## src/rtl/mem_arbiter_if.sv

```systemverilog
// Bus bundle for mem_arbiter: two requester ports, the shared memory port,
// and status outputs. The arbiter connects through the slave modport.
interface mem_arbiter_if #(
    parameter int WIDTH  = 16,
    parameter int ADDR_W = 16
);
    logic              cpu_req;
    logic              cpu_we;
    logic [ADDR_W-1:0] cpu_addr;
    logic [WIDTH-1:0]  cpu_wdata;
    logic              cpu_gnt;
    logic              cpu_rvalid;
    logic [WIDTH-1:0]  cpu_rdata;

    logic              io_req;
    logic              io_we;
    logic [ADDR_W-1:0] io_addr;
    logic [WIDTH-1:0]  io_wdata;
    logic              io_gnt;
    logic              io_rvalid;
    logic [WIDTH-1:0]  io_rdata;

    logic              mem_en;
    logic              mem_we;
    logic [ADDR_W-1:0] mem_addr;
    logic [WIDTH-1:0]  mem_wdata;
    logic [WIDTH-1:0]  mem_rdata;

    logic              busy;
    logic [15:0]       stall_cnt;

    modport slave (
        input  cpu_req, cpu_we, cpu_addr, cpu_wdata,
        input  io_req, io_we, io_addr, io_wdata,
        input  mem_rdata,
        output cpu_gnt, cpu_rvalid, cpu_rdata,
        output io_gnt, io_rvalid, io_rdata,
        output mem_en, mem_we, mem_addr, mem_wdata,
        output busy, stall_cnt
    );

    modport master (
        output cpu_req, cpu_we, cpu_addr, cpu_wdata,
        output io_req, io_we, io_addr, io_wdata,
        output mem_rdata,
        input  cpu_gnt, cpu_rvalid, cpu_rdata,
        input  io_gnt, io_rvalid, io_rdata,
        input  mem_en, mem_we, mem_addr, mem_wdata,
        input  busy, stall_cnt
    );
endinterface

```

## src/rtl/mem_arbiter.sv

```systemverilog
// Two-requester (CPU / IO) round-robin arbiter onto a single memory port.
// Write: IDLE -> ISSUE -> IDLE. Read: IDLE -> ISSUE -> RD_WAIT -> IDLE,
// with the owner's rvalid pulsing in the cycle after RD_WAIT.
module mem_arbiter #(
    parameter int WIDTH  = 16,
    parameter int ADDR_W = 16
) (
    input  logic         clk,
    input  logic         reset,
    mem_arbiter_if.slave bus
);
    typedef enum logic [1:0] {IDLE, ISSUE, RD_WAIT} state_t;

    state_t            state;
    state_t            state_nxt;

    logic              owner;        // 0 = CPU, 1 = IO
    logic              last_owner;   // 0 = CPU, 1 = IO
    logic              r_we;
    logic [ADDR_W-1:0] r_addr;
    logic [WIDTH-1:0]  r_wdata;
    logic [WIDTH-1:0]  cpu_rdata_q;
    logic [WIDTH-1:0]  io_rdata_q;
    logic              cpu_rvalid_q;
    logic              io_rvalid_q;
    logic [15:0]       stall_q;

    logic              any_req;
    logic              pick_io;
    logic              cpu_gnt_c;
    logic              io_gnt_c;
    logic [1:0]        stall_inc;
    logic [16:0]       stall_sum;

    // Owner selection: a tie goes to whoever was not granted last
    always_comb begin
        any_req = bus.cpu_req | bus.io_req;
        if (bus.cpu_req && bus.io_req)
            pick_io = ~last_owner;
        else
            pick_io = bus.io_req;
    end

    // State register
    always_ff @(posedge clk or negedge reset) begin
        if (!reset)
            state <= IDLE;
        else
            state <= state_nxt;
    end

    // Next-state logic
    always_comb begin
        state_nxt = state;
        case (state)
            IDLE:    if (any_req) state_nxt = ISSUE;
            ISSUE:   state_nxt = r_we ? IDLE : RD_WAIT;
            RD_WAIT: state_nxt = IDLE;
            default: state_nxt = IDLE;
        endcase
    end

    // Outputs decoded from state; memory bus is zero outside ISSUE
    always_comb begin
        cpu_gnt_c      = 1'b0;
        io_gnt_c       = 1'b0;
        bus.mem_en     = 1'b0;
        bus.mem_we     = 1'b0;
        bus.mem_addr   = '0;
        bus.mem_wdata  = '0;
        bus.busy       = (state != IDLE);
        if (state == ISSUE) begin
            cpu_gnt_c     = ~owner;
            io_gnt_c      = owner;
            bus.mem_en    = 1'b1;
            bus.mem_we    = r_we;
            bus.mem_addr  = r_addr;
            bus.mem_wdata = r_wdata;
        end
        bus.cpu_gnt    = cpu_gnt_c;
        bus.io_gnt     = io_gnt_c;
        bus.cpu_rvalid = cpu_rvalid_q;
        bus.io_rvalid  = io_rvalid_q;
        bus.cpu_rdata  = cpu_rdata_q;
        bus.io_rdata   = io_rdata_q;
        bus.stall_cnt  = stall_q;
    end

    // Latch the winning request in IDLE; remember the owner once issued
    always_ff @(posedge clk or negedge reset) begin
        if (!reset) begin
            owner      <= 1'b0;
            last_owner <= 1'b1;
            r_we       <= 1'b0;
            r_addr     <= '0;
            r_wdata    <= '0;
        end else begin
            if (state == IDLE && any_req) begin
                owner   <= pick_io;
                r_we    <= pick_io ? bus.io_we    : bus.cpu_we;
                r_addr  <= pick_io ? bus.io_addr  : bus.cpu_addr;
                r_wdata <= pick_io ? bus.io_wdata : bus.cpu_wdata;
            end
            if (state == ISSUE)
                last_owner <= owner;
        end
    end

    // Capture read data for the owner only; rvalid is a one-cycle pulse
    always_ff @(posedge clk or negedge reset) begin
        if (!reset) begin
            cpu_rdata_q  <= '0;
            io_rdata_q   <= '0;
            cpu_rvalid_q <= 1'b0;
            io_rvalid_q  <= 1'b0;
        end else begin
            cpu_rvalid_q <= 1'b0;
            io_rvalid_q  <= 1'b0;
            if (state == RD_WAIT) begin
                if (owner) begin
                    io_rdata_q  <= bus.mem_rdata;
                    io_rvalid_q <= 1'b1;
                end else begin
                    cpu_rdata_q  <= bus.mem_rdata;
                    cpu_rvalid_q <= 1'b1;
                end
            end
        end
    end

    // Per-cycle count of requesters left waiting, saturating
    always_comb begin
        stall_inc = {1'b0, bus.cpu_req & ~cpu_gnt_c} + {1'b0, bus.io_req & ~io_gnt_c};
        stall_sum = {1'b0, stall_q} + {15'd0, stall_inc};
    end

    // Stall counter register
    always_ff @(posedge clk or negedge reset) begin
        if (!reset)
            stall_q <= '0;
        else
            stall_q <= stall_sum[16] ? 16'hFFFF : stall_sum[15:0];
    end
endmodule
```

## src/flat_wrapper.sv

```systemverilog
// flat-port wrapper written by rule: the top's interface ports become plain ports
module mem_arbiter_flat 
#(
    parameter int WIDTH  = 16,
    parameter int ADDR_W = 16
)
  (clk, reset, bus_cpu_req, bus_cpu_we, bus_cpu_addr, bus_cpu_wdata, bus_io_req, bus_io_we, bus_io_addr, bus_io_wdata, bus_mem_rdata, bus_cpu_gnt, bus_cpu_rvalid, bus_cpu_rdata, bus_io_gnt, bus_io_rvalid, bus_io_rdata, bus_mem_en, bus_mem_we, bus_mem_addr, bus_mem_wdata, bus_busy, bus_stall_cnt);
  mem_arbiter_if #(.WIDTH(WIDTH), .ADDR_W(ADDR_W)) bus_i ();
  input  logic clk;
  input  logic reset;
  input wire logic [$bits(bus_i.cpu_req)-1:0] bus_cpu_req;
  input wire logic [$bits(bus_i.cpu_we)-1:0] bus_cpu_we;
  input wire logic [$bits(bus_i.cpu_addr)-1:0] bus_cpu_addr;
  input wire logic [$bits(bus_i.cpu_wdata)-1:0] bus_cpu_wdata;
  input wire logic [$bits(bus_i.io_req)-1:0] bus_io_req;
  input wire logic [$bits(bus_i.io_we)-1:0] bus_io_we;
  input wire logic [$bits(bus_i.io_addr)-1:0] bus_io_addr;
  input wire logic [$bits(bus_i.io_wdata)-1:0] bus_io_wdata;
  input wire logic [$bits(bus_i.mem_rdata)-1:0] bus_mem_rdata;
  output wire logic [$bits(bus_i.cpu_gnt)-1:0] bus_cpu_gnt;
  output wire logic [$bits(bus_i.cpu_rvalid)-1:0] bus_cpu_rvalid;
  output wire logic [$bits(bus_i.cpu_rdata)-1:0] bus_cpu_rdata;
  output wire logic [$bits(bus_i.io_gnt)-1:0] bus_io_gnt;
  output wire logic [$bits(bus_i.io_rvalid)-1:0] bus_io_rvalid;
  output wire logic [$bits(bus_i.io_rdata)-1:0] bus_io_rdata;
  output wire logic [$bits(bus_i.mem_en)-1:0] bus_mem_en;
  output wire logic [$bits(bus_i.mem_we)-1:0] bus_mem_we;
  output wire logic [$bits(bus_i.mem_addr)-1:0] bus_mem_addr;
  output wire logic [$bits(bus_i.mem_wdata)-1:0] bus_mem_wdata;
  output wire logic [$bits(bus_i.busy)-1:0] bus_busy;
  output wire logic [$bits(bus_i.stall_cnt)-1:0] bus_stall_cnt;
  assign bus_i.cpu_req = bus_cpu_req;
  assign bus_i.cpu_we = bus_cpu_we;
  assign bus_i.cpu_addr = bus_cpu_addr;
  assign bus_i.cpu_wdata = bus_cpu_wdata;
  assign bus_i.io_req = bus_io_req;
  assign bus_i.io_we = bus_io_we;
  assign bus_i.io_addr = bus_io_addr;
  assign bus_i.io_wdata = bus_io_wdata;
  assign bus_i.mem_rdata = bus_mem_rdata;
  assign bus_cpu_gnt = bus_i.cpu_gnt;
  assign bus_cpu_rvalid = bus_i.cpu_rvalid;
  assign bus_cpu_rdata = bus_i.cpu_rdata;
  assign bus_io_gnt = bus_i.io_gnt;
  assign bus_io_rvalid = bus_i.io_rvalid;
  assign bus_io_rdata = bus_i.io_rdata;
  assign bus_mem_en = bus_i.mem_en;
  assign bus_mem_we = bus_i.mem_we;
  assign bus_mem_addr = bus_i.mem_addr;
  assign bus_mem_wdata = bus_i.mem_wdata;
  assign bus_busy = bus_i.busy;
  assign bus_stall_cnt = bus_i.stall_cnt;
  mem_arbiter #(.WIDTH(WIDTH), .ADDR_W(ADDR_W)) u_core (.clk(clk), .reset(reset), .bus(bus_i));
endmodule
```

## config.mk

```make
export PLATFORM = sky130hd
export DESIGN_NAME = mem_arbiter_flat
export DESIGN_NICKNAME = d
export VERILOG_FILES = /design/src/rtl/mem_arbiter_if.sv /design/src/rtl/mem_arbiter.sv /design/src/flat_wrapper.sv
export SDC_FILE = /design/constraint.sdc
export NUM_CORES = 1
export LEC_CHECK = 0
export CAP_MARGIN = 0
export CORE_MARGIN = 3
export CORE_UTILIZATION = 46
export DETAILED_ROUTE_END_ITERATION = 12
export PLACE_DENSITY = 0.86
export SLEW_MARGIN = 10
export SYNTH_ARGS = -nofsm -noshare
export SYNTH_HDL_FRONTEND = slang
export SYNTH_SLANG_ARGS = --single-unit
export TNS_END_PERCENT = 5
```

## constraint.sdc

```tcl
create_clock -name clk -period 6.5 [get_ports clk]
set_input_delay 1.3 -clock clk [delete_from_list [all_inputs] [get_ports clk]]
set_output_delay 1.3 -clock clk [all_outputs]
set_load 0.02 [all_outputs]
```

==> results of run 1 <==
-- final timing paths --
path / start / end / slack (ps) / cells past startpoint
max reg2reg: u_core.state[1] / u_core.bus.stall_cnt[1] / 3260 / 10
max in group asynchronous: reset / u_core.state[0] / 4670 / 1
min reg2reg: u_core.r_we / u_core.state[1] / 460 / 1
max: u_core.state[1] / bus_io_gnt / 2670 / 5
min in group asynchronous: reset / u_core.bus.io_rdata[13] / 1120 / 1
min: u_core.r_we / u_core.state[1] / 460 / 1
-- placed cells by master, fill, tap and decap left out, types with 2 or more instances in the layout --
master and count:
clkinv_4 2, clkbuf_8 10, mux2_2 100, buf_4 3, clkbuf_1 2, o31ai_1 3
o41ai_1 2, dfrtp_1 86, nor2_1 4, or4_1 6, o21ai_0 5, inv_1 9
or3_1 2, and2_1 33, nand3_1 10, o21ai_2 2, nand2b_1 3, clkdlybuf4s50_1 171
nand2_1 12, nand4b_1 2
-- power breakdown --
group / switching [mW] / internal, mW
clock: 0.191 / 0.190
combinational: 0.693 / 0.787
sequential: 0.144 / 0.793
-- cell families (layout without fill, tap and decap cells) --
logic type / Yosys count / count (layout) / share of synthesized area [%]
compound gates: 17 / 17 / 2.95
buf+inv: 24 / 199 / 2.83
mux: 100 / 100 / 27.4
flops: 87 / 87 / 53.0
simple gates: 83 / 83 / 12.6
fa+ha+maj: 2 / 2 / 0.792
xor+xnor: 2 / 2 / 0.426
-- stage by stage --
stage | util (%) | cell area (um^2)
6_report | 72.4 | 6100
5_1_grt | 72.4 | 6100
4_1_cts | 72.4 | 6100
3_3_place_gp | 70.0 | 5900
3_5_place_dp | 70.0 | 5900
2_1_floorplan | - | 4110
-- flip-flops by register name, summed over array words and instances (netlist names) --
register               cells
u_core.owner               1
u_core.r_wdata            16
u_core.bus.stall_cnt      16
u_core.bus.io_rdata       16
u_core.last_owner          1
u_core.bus.io_rvalid       1
u_core.r_addr             16
u_core.bus.cpu_rdata      16
u_core.r_we                1
u_core.bus.cpu_rvalid      1
u_core.state               2
-- critical path, delay by kind of cell (launching register included) --
family	cells	cell delay, ps
buffers and inverters	3	1370
DFF	1	410
and+or+nand+nor	2	390
-- area by class of cell --
class,instances,area [um^2]
fill,608,2320
sequential,87,2180
multi-input combinational,204,1820
timing repair buffer,174,1730
clock buffer,12,145
tap,105,131
clock inverter,4,55.1
inverter,9,33.8
-- routing by layer --
metal	routed length [um]	track usage, %	vias to the layer above
li1	-	-	1458
met1	4140	25.9	1480
met2	5100	34.9	121
met3	847	6.16	13
met4	143	6.11	0
met5	0	0	-
==> impl_metrics.env, run 1 <==
export IMPL_status="completed"
export IMPL_ys_seq_area_share_pct=53.0
export IMPL_slew_viol_final=0
export IMPL_period_share_pct=58.9
export IMPL_finalSetupTns_ps=0
export IMPL_die_w_um=101
export IMPL_critPathCaptureType="output pin"
export IMPL_core_rowCount=33
export IMPL_gr_total_overflow=0
export IMPL_grt_pass1_vias=3181
export IMPL_worstMarginPinSlew_ps=1070
export IMPL_rsz0062_at_grt="false"
export IMPL_path_max_fanout=35
export IMPL_place_ws_ps=2470
export IMPL_synth_edff_count=0
export IMPL_gp_congestion=0.776
export IMPL_finalHoldViolations=0
export IMPL_ios=173
export IMPL_clockBufferDepth=2
export IMPL_synth_common_cells="mux2_2 (100), dfrtp_1 (86), and2_1 (33), nand2_1 (12), nand3_1 (10)"
export IMPL_yosysTopAreaCell="dfrtp_1"
export IMPL_synth_most_common_cell="mux2_2"
export IMPL_antenna_cells=0
export IMPL_routed_wirelength_um=10200
export IMPL_cts_resized_gates=0
export IMPL_io_buffer_count=172
export IMPL_path_cells="nand2b_1 -> inv_1 -> nand2_1 -> inv_1 -> clkdlybuf4s50_1"
export IMPL_async_reset_ff_share_pct=100
export IMPL_grt_start_max_net_pins=88
export IMPL_postCtsSetupRepairBufs=0
export IMPL_synth_area_top_cells="dfrtp_1 (52%), mux2_2 (27%), and2_1 (5.0%), nand3_1 (1.2%), buf_2 (1.1%)"
export IMPL_fp_dieArea_mm2=0.0101
export IMPL_cts_tree="built"
export IMPL_arrival_ps=2530
export IMPL_power_mw=2.80
export IMPL_core_area_mm2=0.00842
export IMPL_syn_avg_cell_area_um2=13.0
export IMPL_ys_flop_type="dfrtp_1"
export IMPL_area_growth_pct=48.4
export IMPL_cp_start_kind="register"
export IMPL_grt_usage_pct=20.7
export IMPL_first_pass_iters=4
export IMPL_stdcell_count=595
export IMPL_max_cap_violations=0
export IMPL_synth_top_area_share_pct=52.4
export IMPL_start_util_pct=48.8
export IMPL_cts_made_buffers=9
export IMPL_synthesis_nets=403
export IMPL_drive_gt1_share_pct=25.5
export IMPL_ant_nets=0
export IMPL_synth_area_mm2=0.00411
export IMPL_hpwlAfterDp_um=7670
export IMPL_drcViolationCount=0
export IMPL_yosys_warnings=0
export IMPL_placed_cells=579
export IMPL_required_ps=5200
export IMPL_finalCriticalPeriod_ps=3830
export IMPL_root_buffer="clkbuf_8"
export IMPL_crit_path_frequent_cell="inv_1"
export IMPL_drt_iter0_drc=93
export IMPL_clk_pin_slew_ps=80
export IMPL_clk_latency_ps=360
export IMPL_p_leak_nw=2.53
export IMPL_clock_sinks=87
export IMPL_h_tree_depth=3
export IMPL_nets=573
export IMPL_finClkSkew_ps=11.1
export IMPL_slew_headroom_pct=28.5
export IMPL_min_path_type="reg2reg"
export IMPL_power_density_mw_per_mm2=459
export IMPL_die_h_um=101
export IMPL_ys_ff_latch=87
export IMPL_via_per_inst=5.16
export IMPL_critPathMaxStageDelay_ps=620
export IMPL_grt_pass1_wl_um=16400
export IMPL_synth_cell_types=40
export IMPL_postCtsHoldBufs=0
export IMPL_fin_hold_ws_ps=457
export IMPL_path_class="reg2out"
export IMPL_avgRoutedWirePerCell_um=17.2
export IMPL_synthCells=315
export IMPL_ir_drop_uv=250
export IMPL_vias=3072
export IMPL_antenna_found_initial=0
export IMPL_setup_violations=0
export IMPL_fmax_mhz=261
export IMPL_fin_ws_ps=2670
export IMPL_cp_slowest_cell="clkdlybuf4s50_1"
Note: power is estimated with default switching activity, not from simulation.
==> inputs of run 2 (changes only) <==
- CORE_UTILIZATION: 46 -> 43
- PLACE_DENSITY: 0.86 -> 0.81
- clock period: 6.5 -> 3.9 ns (I/O delays scaled with it)
==> impl_metrics.env, run 2 (same netlist as run 1, synthesis figures left out) <==
export IMPL_status="completed"
export IMPL_start_util_pct=44.3
export IMPL_drcViolationCount=0
export IMPL_period_share_pct=80.7
export IMPL_die_h_um=104
export IMPL_cts_tree="built"
export IMPL_grt_usage_pct=18.7
export IMPL_root_buffer="clkbuf_8"
export IMPL_io_buffer_count=172
export IMPL_fill_cells=725
export IMPL_finalCriticalPeriod_ps=3150
export IMPL_max_cap_violations=0
export IMPL_cts_resized_gates=0
export IMPL_avgRoutedWirePerCell_um=15.8
export IMPL_placed_cells=605
export IMPL_area_growth_pct=49.1
export IMPL_pwr_share_comb_pct=53.4
export IMPL_hold_depth=1
export IMPL_h_tree_depth=3
export IMPL_gr_total_overflow=0
export IMPL_clock_sinks=87
export IMPL_ir_drop_uv=427
export IMPL_antenna_found_initial=0
export IMPL_critPathCaptureType="register"
export IMPL_setup_violations=0
export IMPL_nets=575
export IMPL_timing_rr_end="u_core.bus.stall_cnt[1]"
export IMPL_clk_latency_ps=350
export IMPL_swShare_pct=37.3
export IMPL_routed_wirelength_um=9820
export IMPL_path_max_fanout=12
export IMPL_placed_cell_area_mm2=0.00594
export IMPL_antenna_cells=0
export IMPL_grt_start_max_net_pins=88
export IMPL_clkPwrFrac_pct=12.5
export IMPL_layout_common_cells="clkdlybuf4s50_1 (171), mux2_2 (100), dfrtp_1 (86), and2_1 (33), nand2_1 (12)"
export IMPL_arrival_ps=3440
export IMPL_first_pass_iters=4
export IMPL_clk_pin_slew_ps=90
export IMPL_pwr_share_seq_pct=34.0
export IMPL_design_area_mm2=0.00613
export IMPL_multi_input_comb_area_mm2=0.00182
export IMPL_gp_congestion=0.742
export IMPL_grt_pass1_wl_um=16500
export IMPL_cts_made_buffers=9
export IMPL_layout_commonest_cell="clkdlybuf4s50_1"
export IMPL_drive_gt1_share_pct=26.2
export IMPL_postCtsSetupRepairBufs=0
export IMPL_cp_slowest_cell="or4_4"
export IMPL_min_path_type="reg2reg"
export IMPL_hpwlAfterDp_um=7260
export IMPL_reg2reg_from="u_core.state[1]"
export IMPL_whs_endpoint="u_core.state[1]"
export IMPL_clockBufferDepth=2
export IMPL_ant_nets=0
export IMPL_grt_pass1_vias=3304
export IMPL_path_class="in2reg"
export IMPL_hold_path_startpoint="u_core.r_we"
export IMPL_p_int_mw=2.89
export IMPL_critPathMaxStageDelay_ps=730
export IMPL_worstRegToRegCells=10
export IMPL_path_cells="clkdlybuf4s50_1 -> o21ai_0 -> fa_1 -> inv_1 -> ha_1 -> nand3_1 -> or4_4 -> or2b_1"
export IMPL_postCtsHoldBufs=0
export IMPL_ios=173
export IMPL_finalSetupTns_ps=0
export IMPL_p_leak_nw=2.53
export IMPL_power_density_mw_per_mm2=752
export IMPL_core_area_mm2=0.00928
export IMPL_core_rowCount=35
export IMPL_worstMarginPinSlew_ps=1070
export IMPL_rsz0062_at_grt="false"
export IMPL_finalHoldViolations=0
export IMPL_finClkSkew_ps=11.3
export IMPL_vias=3072
export IMPL_r2r_slack_ps=1060
export IMPL_fp_dieArea_mm2=0.0108
export IMPL_cp_start_kind="input pin"
export IMPL_regArea_mm2=0.00218
export IMPL_drt_iter0_drc=76
export IMPL_slew_headroom_pct=28.5
export IMPL_fmax_mhz=318
export IMPL_p_switching_mw=1.72
export IMPL_required_ps=4190
export IMPL_via_per_inst=4.95
export IMPL_die_w_um=104
export IMPL_stdcell_count=621
export IMPL_slew_viol_final=0
[run 2: changes by cell type in the layout (fill, tap and decap cells not counted)]
| cell | before | now |
|---|---|---|
| bufinv_16 | 1 | 0 |
| clkinv_4 | 2 | 3 |
| clkbuf_1 | 2 | 0 |
| clkinv_2 | 0 | 1 |
| clkinvlp_4 | 1 | 2 |
| buf_4 | 3 | 5 |
[run 2: power groups by stage]
stage / clock network (mW) / logic, mW / registers [mW]
5_1_grt: 0.636 / 2.64 / 1.63
3_3_place_gp: 0 / 2.46 / 1.56
4_1_cts: 0.596 / 2.50 / 1.58
2_1_floorplan: 0 / 1.14 / 1.80
3_5_place_dp: 0 / 2.50 / 1.59
6_report: 0.578 / 2.46 / 1.57
[run 2: through the flow]
stage / utilization [%] / setup slack [ps] / hold slack, ps / total power, mW
floorplan: - / 1180 / 413 / 2.94
global placement: 64.0 / 477 / 457 / 4.02
detailed placement: 64.0 / 384 / 456 / 4.09
CTS: 66.0 / 758 / 466 / 4.68
global route: 66.0 / 528 / 499 / 4.90
finish: 66.0 / 755 / 458 / 4.61
[run 2: worst max path at each step]
stage	startpoint	endpoint	slack, ps	cells after the start
3_3_place_gp	bus_cpu_req	u_core.bus.stall_cnt[1]	480	8
6_report	bus_cpu_req	u_core.bus.stall_cnt[1]	750	8
4_1_cts	bus_cpu_req	u_core.bus.stall_cnt[1]	760	8
2_1_floorplan	u_core.state[0]	u_core.bus.stall_cnt[14]	1180	12
5_1_grt	bus_cpu_req	u_core.bus.stall_cnt[1]	530	8
3_5_place_dp	bus_cpu_req	u_core.bus.stall_cnt[1]	380	8
[run 2: layout make-up]
| type | count | share of cell area, % |
|---|---|---|
| timing repair buffer | 176 | 28.5 |
| clock buffer | 10 | 2.25 |
| multi-input combinational | 204 | 29.7 |
| inverter | 9 | 0.551 |
| clock inverter | 6 | 0.755 |
| tap | 129 | 2.63 |
| sequential | 87 | 35.5 |
[run 2: worst max-delay path: cells and delay by family]
| kind | cells | cell delay, ps |
|---|---|---|
| adder cells (fa/ha/maj) | 2 | 630 |
| AND/OR/NAND/NOR | 3 | 1230 |
| AO/OA/AOI/OAI | 1 | 160 |
| buffers and inverters | 2 | 640 |
[run 2: metal layers]
layer / global-route usage (%) / vias up / routed length (um) / part of all wire (%)
met2: 33.3 / 111 / 5020 / 51
met1: 21.4 / 1489 / 3870 / 39
li1: - / 1459 / - / -
met3: 6.11 / 13 / 793 / 8.1
met4: 5.60 / 0 / 134 / 1.4
met5: 0 / - / 0 / 0
==> inputs of run 3 (changes only) <==
- clock period: 3.9 -> 2.9 ns (I/O delays scaled with it)
==> impl_metrics.env, run 3 (same netlist as run 1, synthesis figures left out) <==
export IMPL_status="completed"
export IMPL_critPathCaptureType="output pin"
export IMPL_first_pass_iters=4
export IMPL_root_buffer="clkbuf_8"
export IMPL_timing_rr_end="u_core.bus.stall_cnt[13]"
export IMPL_path_cells="nand2b_1 -> inv_1 -> buf_6 -> and2_1 -> clkdlybuf4s50_1"
export IMPL_core_area_mm2=0.00928
export IMPL_fp_dieArea_mm2=0.0108
export IMPL_drt_iter0_drc=64
export IMPL_finClkSkew_ps=8.65
export IMPL_critPathMaxStageDelay_ps=620
export IMPL_clk_latency_ps=350
export IMPL_grt_pass1_wl_um=16300
export IMPL_fin_util_pct=67.6
export IMPL_clk_pin_slew_ps=80
export IMPL_stdcell_count=629
export IMPL_finalCriticalPeriod_ps=2660
export IMPL_place_ws_ps=-103
export IMPL_critPathCapture="bus_mem_addr[13]"
export IMPL_layout_commonest_cell="clkdlybuf4s50_1"
export IMPL_clock_sinks=87
export IMPL_via_per_inst=4.99
export IMPL_gp_congestion=0.784
export IMPL_pwr_share_comb_pct=52.1
export IMPL_placed_cells=613
export IMPL_grt_start_max_net_pins=88
export IMPL_critical_path_buf_inv_count=3
export IMPL_cts_made_buffers=9
export IMPL_p_int_mw=4.18
export IMPL_setup_violations=0
export IMPL_worstMarginPinSlew_ps=873
export IMPL_ant_nets=0
export IMPL_ir_drop_uv=681
export IMPL_rsz0062_at_grt="false"
export IMPL_hpwlAfterDp_um=7380
export IMPL_ios=173
export IMPL_path_depth=5
export IMPL_area_growth_pct=52.8
export IMPL_cp_slowest_cell="clkdlybuf4s50_1"
export IMPL_antenna_cells=0
export IMPL_clockBufferDepth=2
export IMPL_pwr_share_seq_pct=32.5
export IMPL_h_tree_depth=3
export IMPL_crit_start="u_core.state[1]"
export IMPL_r2r_slack_ps=260
export IMPL_core_rowCount=35
export IMPL_power_density_mw_per_mm2=1030
export IMPL_slew_headroom_pct=41.6
export IMPL_slew_viol_final=0
export IMPL_fmax_mhz=376
export IMPL_layout_common_cells="clkdlybuf4s50_1 (171), mux2_2 (100), dfrtp_1 (86), and2_1 (33), nand2_1 (12)"
export IMPL_arrival_ps=2080
export IMPL_cts_tree="built"
export IMPL_min_path_type="in2async"
export IMPL_avgRoutedWirePerCell_um=15.7
export IMPL_p_leak_nw=2.61
export IMPL_gr_total_overflow=0
export IMPL_path_delay_family="buffers and inverters"
export IMPL_fin_ws_ps=238
export IMPL_grt_pass1_vias=3239
export IMPL_swShare_pct=35.7
export IMPL_die_h_um=104
export IMPL_io_buffer_count=172
export IMPL_p_switching_mw=2.32
export IMPL_die_w_um=104
export IMPL_start_util_pct=44.3
export IMPL_path_max_fanout=34
export IMPL_reg2reg_from="u_core.state[0]"
export IMPL_worstRegToRegCells=11
export IMPL_antenna_found_initial=0
export IMPL_clkPwrFrac_pct=15.5
export IMPL_finalHoldViolations=0
export IMPL_routed_wirelength_um=9880
export IMPL_path_class="reg2out"
export IMPL_drive_gt1_share_pct=27.4
export IMPL_vias=3139
export IMPL_cp_start_kind="register"
export IMPL_nets=583
export IMPL_required_ps=2320
export IMPL_max_cap_violations=0
export IMPL_grt_usage_pct=18.3
export IMPL_drcViolationCount=0
export IMPL_period_share_pct=91.8
run 3: cell types whose count changed in the layout (fill, tap and decap cells not counted), sizes merged:
cell      previous run  this run
bufinv               0         3
buf                  5        13
clkbuf              10         9
clkinvlp             2         0
run 3: timing repair:
item                                    CTS  global route
resized for setup                         0             1
endpoints found under the setup margin    0             1
hold buffers                              0             0
setup buffers                             0             0
run 3: worst register-to-register path, stage by stage (launching register included):
cell and delay (ps):
dfrtp_1 410, nand2b_1 180, inv_1 90, nand2_1 110
nand2_1 80, fa_1 400, inv_1 100, ha_1 180
nand3_1 160, buf_4 200, or4_1 550, nand3_1 110
run 3: layer usage:
metal	vias to the layer above	GRT usage (%)	wire length (um)
met4	0	4.65	84
met2	115	32.1	5020
met5	-	0	0
li1	1478	-	-
met3	9	5.61	744
met1	1537	22.0	4040
run 3: area by class of cell:
cell class	instances	area (um^2)
Tap cell	129	161
Fill cell	704	3010
Clock inverter	7	121
Timing Repair Buffer	184	1840
Clock buffer	9	124
Inverter	9	33.8
Multi-Input combinational cell	204	1820
Sequential cell	87	2180
run 3: worst min path at each step:
stage | slack [ps] | cells after the start | startpoint | to
after floorplan | 280 | 0 | reset | u_core.bus.cpu_rdata[0]
after global placement | 460 | 1 | u_core.r_we | u_core.state[1]
after detailed placement | 460 | 1 | u_core.r_we | u_core.state[1]
after CTS | 280 | 2 | reset | u_core.bus.io_rdata[6]
after global routing | 280 | 2 | reset | u_core.bus.io_rdata[14]
final | 260 | 2 | reset | u_core.bus.io_rdata[14]
run 3: power by group through the flow:
| stage | Combinational (mW) | Clock (mW) | Sequential, mW |
|---|---|---|---|
| 2_1_floorplan | 1.53 | 0 | 2.43 |
| 3_3_place_gp | 3.36 | 0 | 2.10 |
| 3_5_place_dp | 3.42 | 0 | 2.14 |
| 4_1_cts | 3.43 | 1.03 | 2.11 |
| 5_1_grt | 3.62 | 1.07 | 2.19 |
| 6_report | 3.38 | 1.00 | 2.11 |
run 3: through the flow:
stage / cell area (um^2) / TNS, ps / power (mW) / hold slack, ps
after floorplan: 4110 / 0 / 3.96 / 284
after global placement: 6030 / -8.13 / 5.46 / 463
after detailed placement: 6030 / -522 / 5.56 / 463
after CTS: 6270 / 0 / 6.58 / 275
after global routing: 6280 / 0 / 6.89 / 280
final: 6280 / 0 / 6.50 / 258
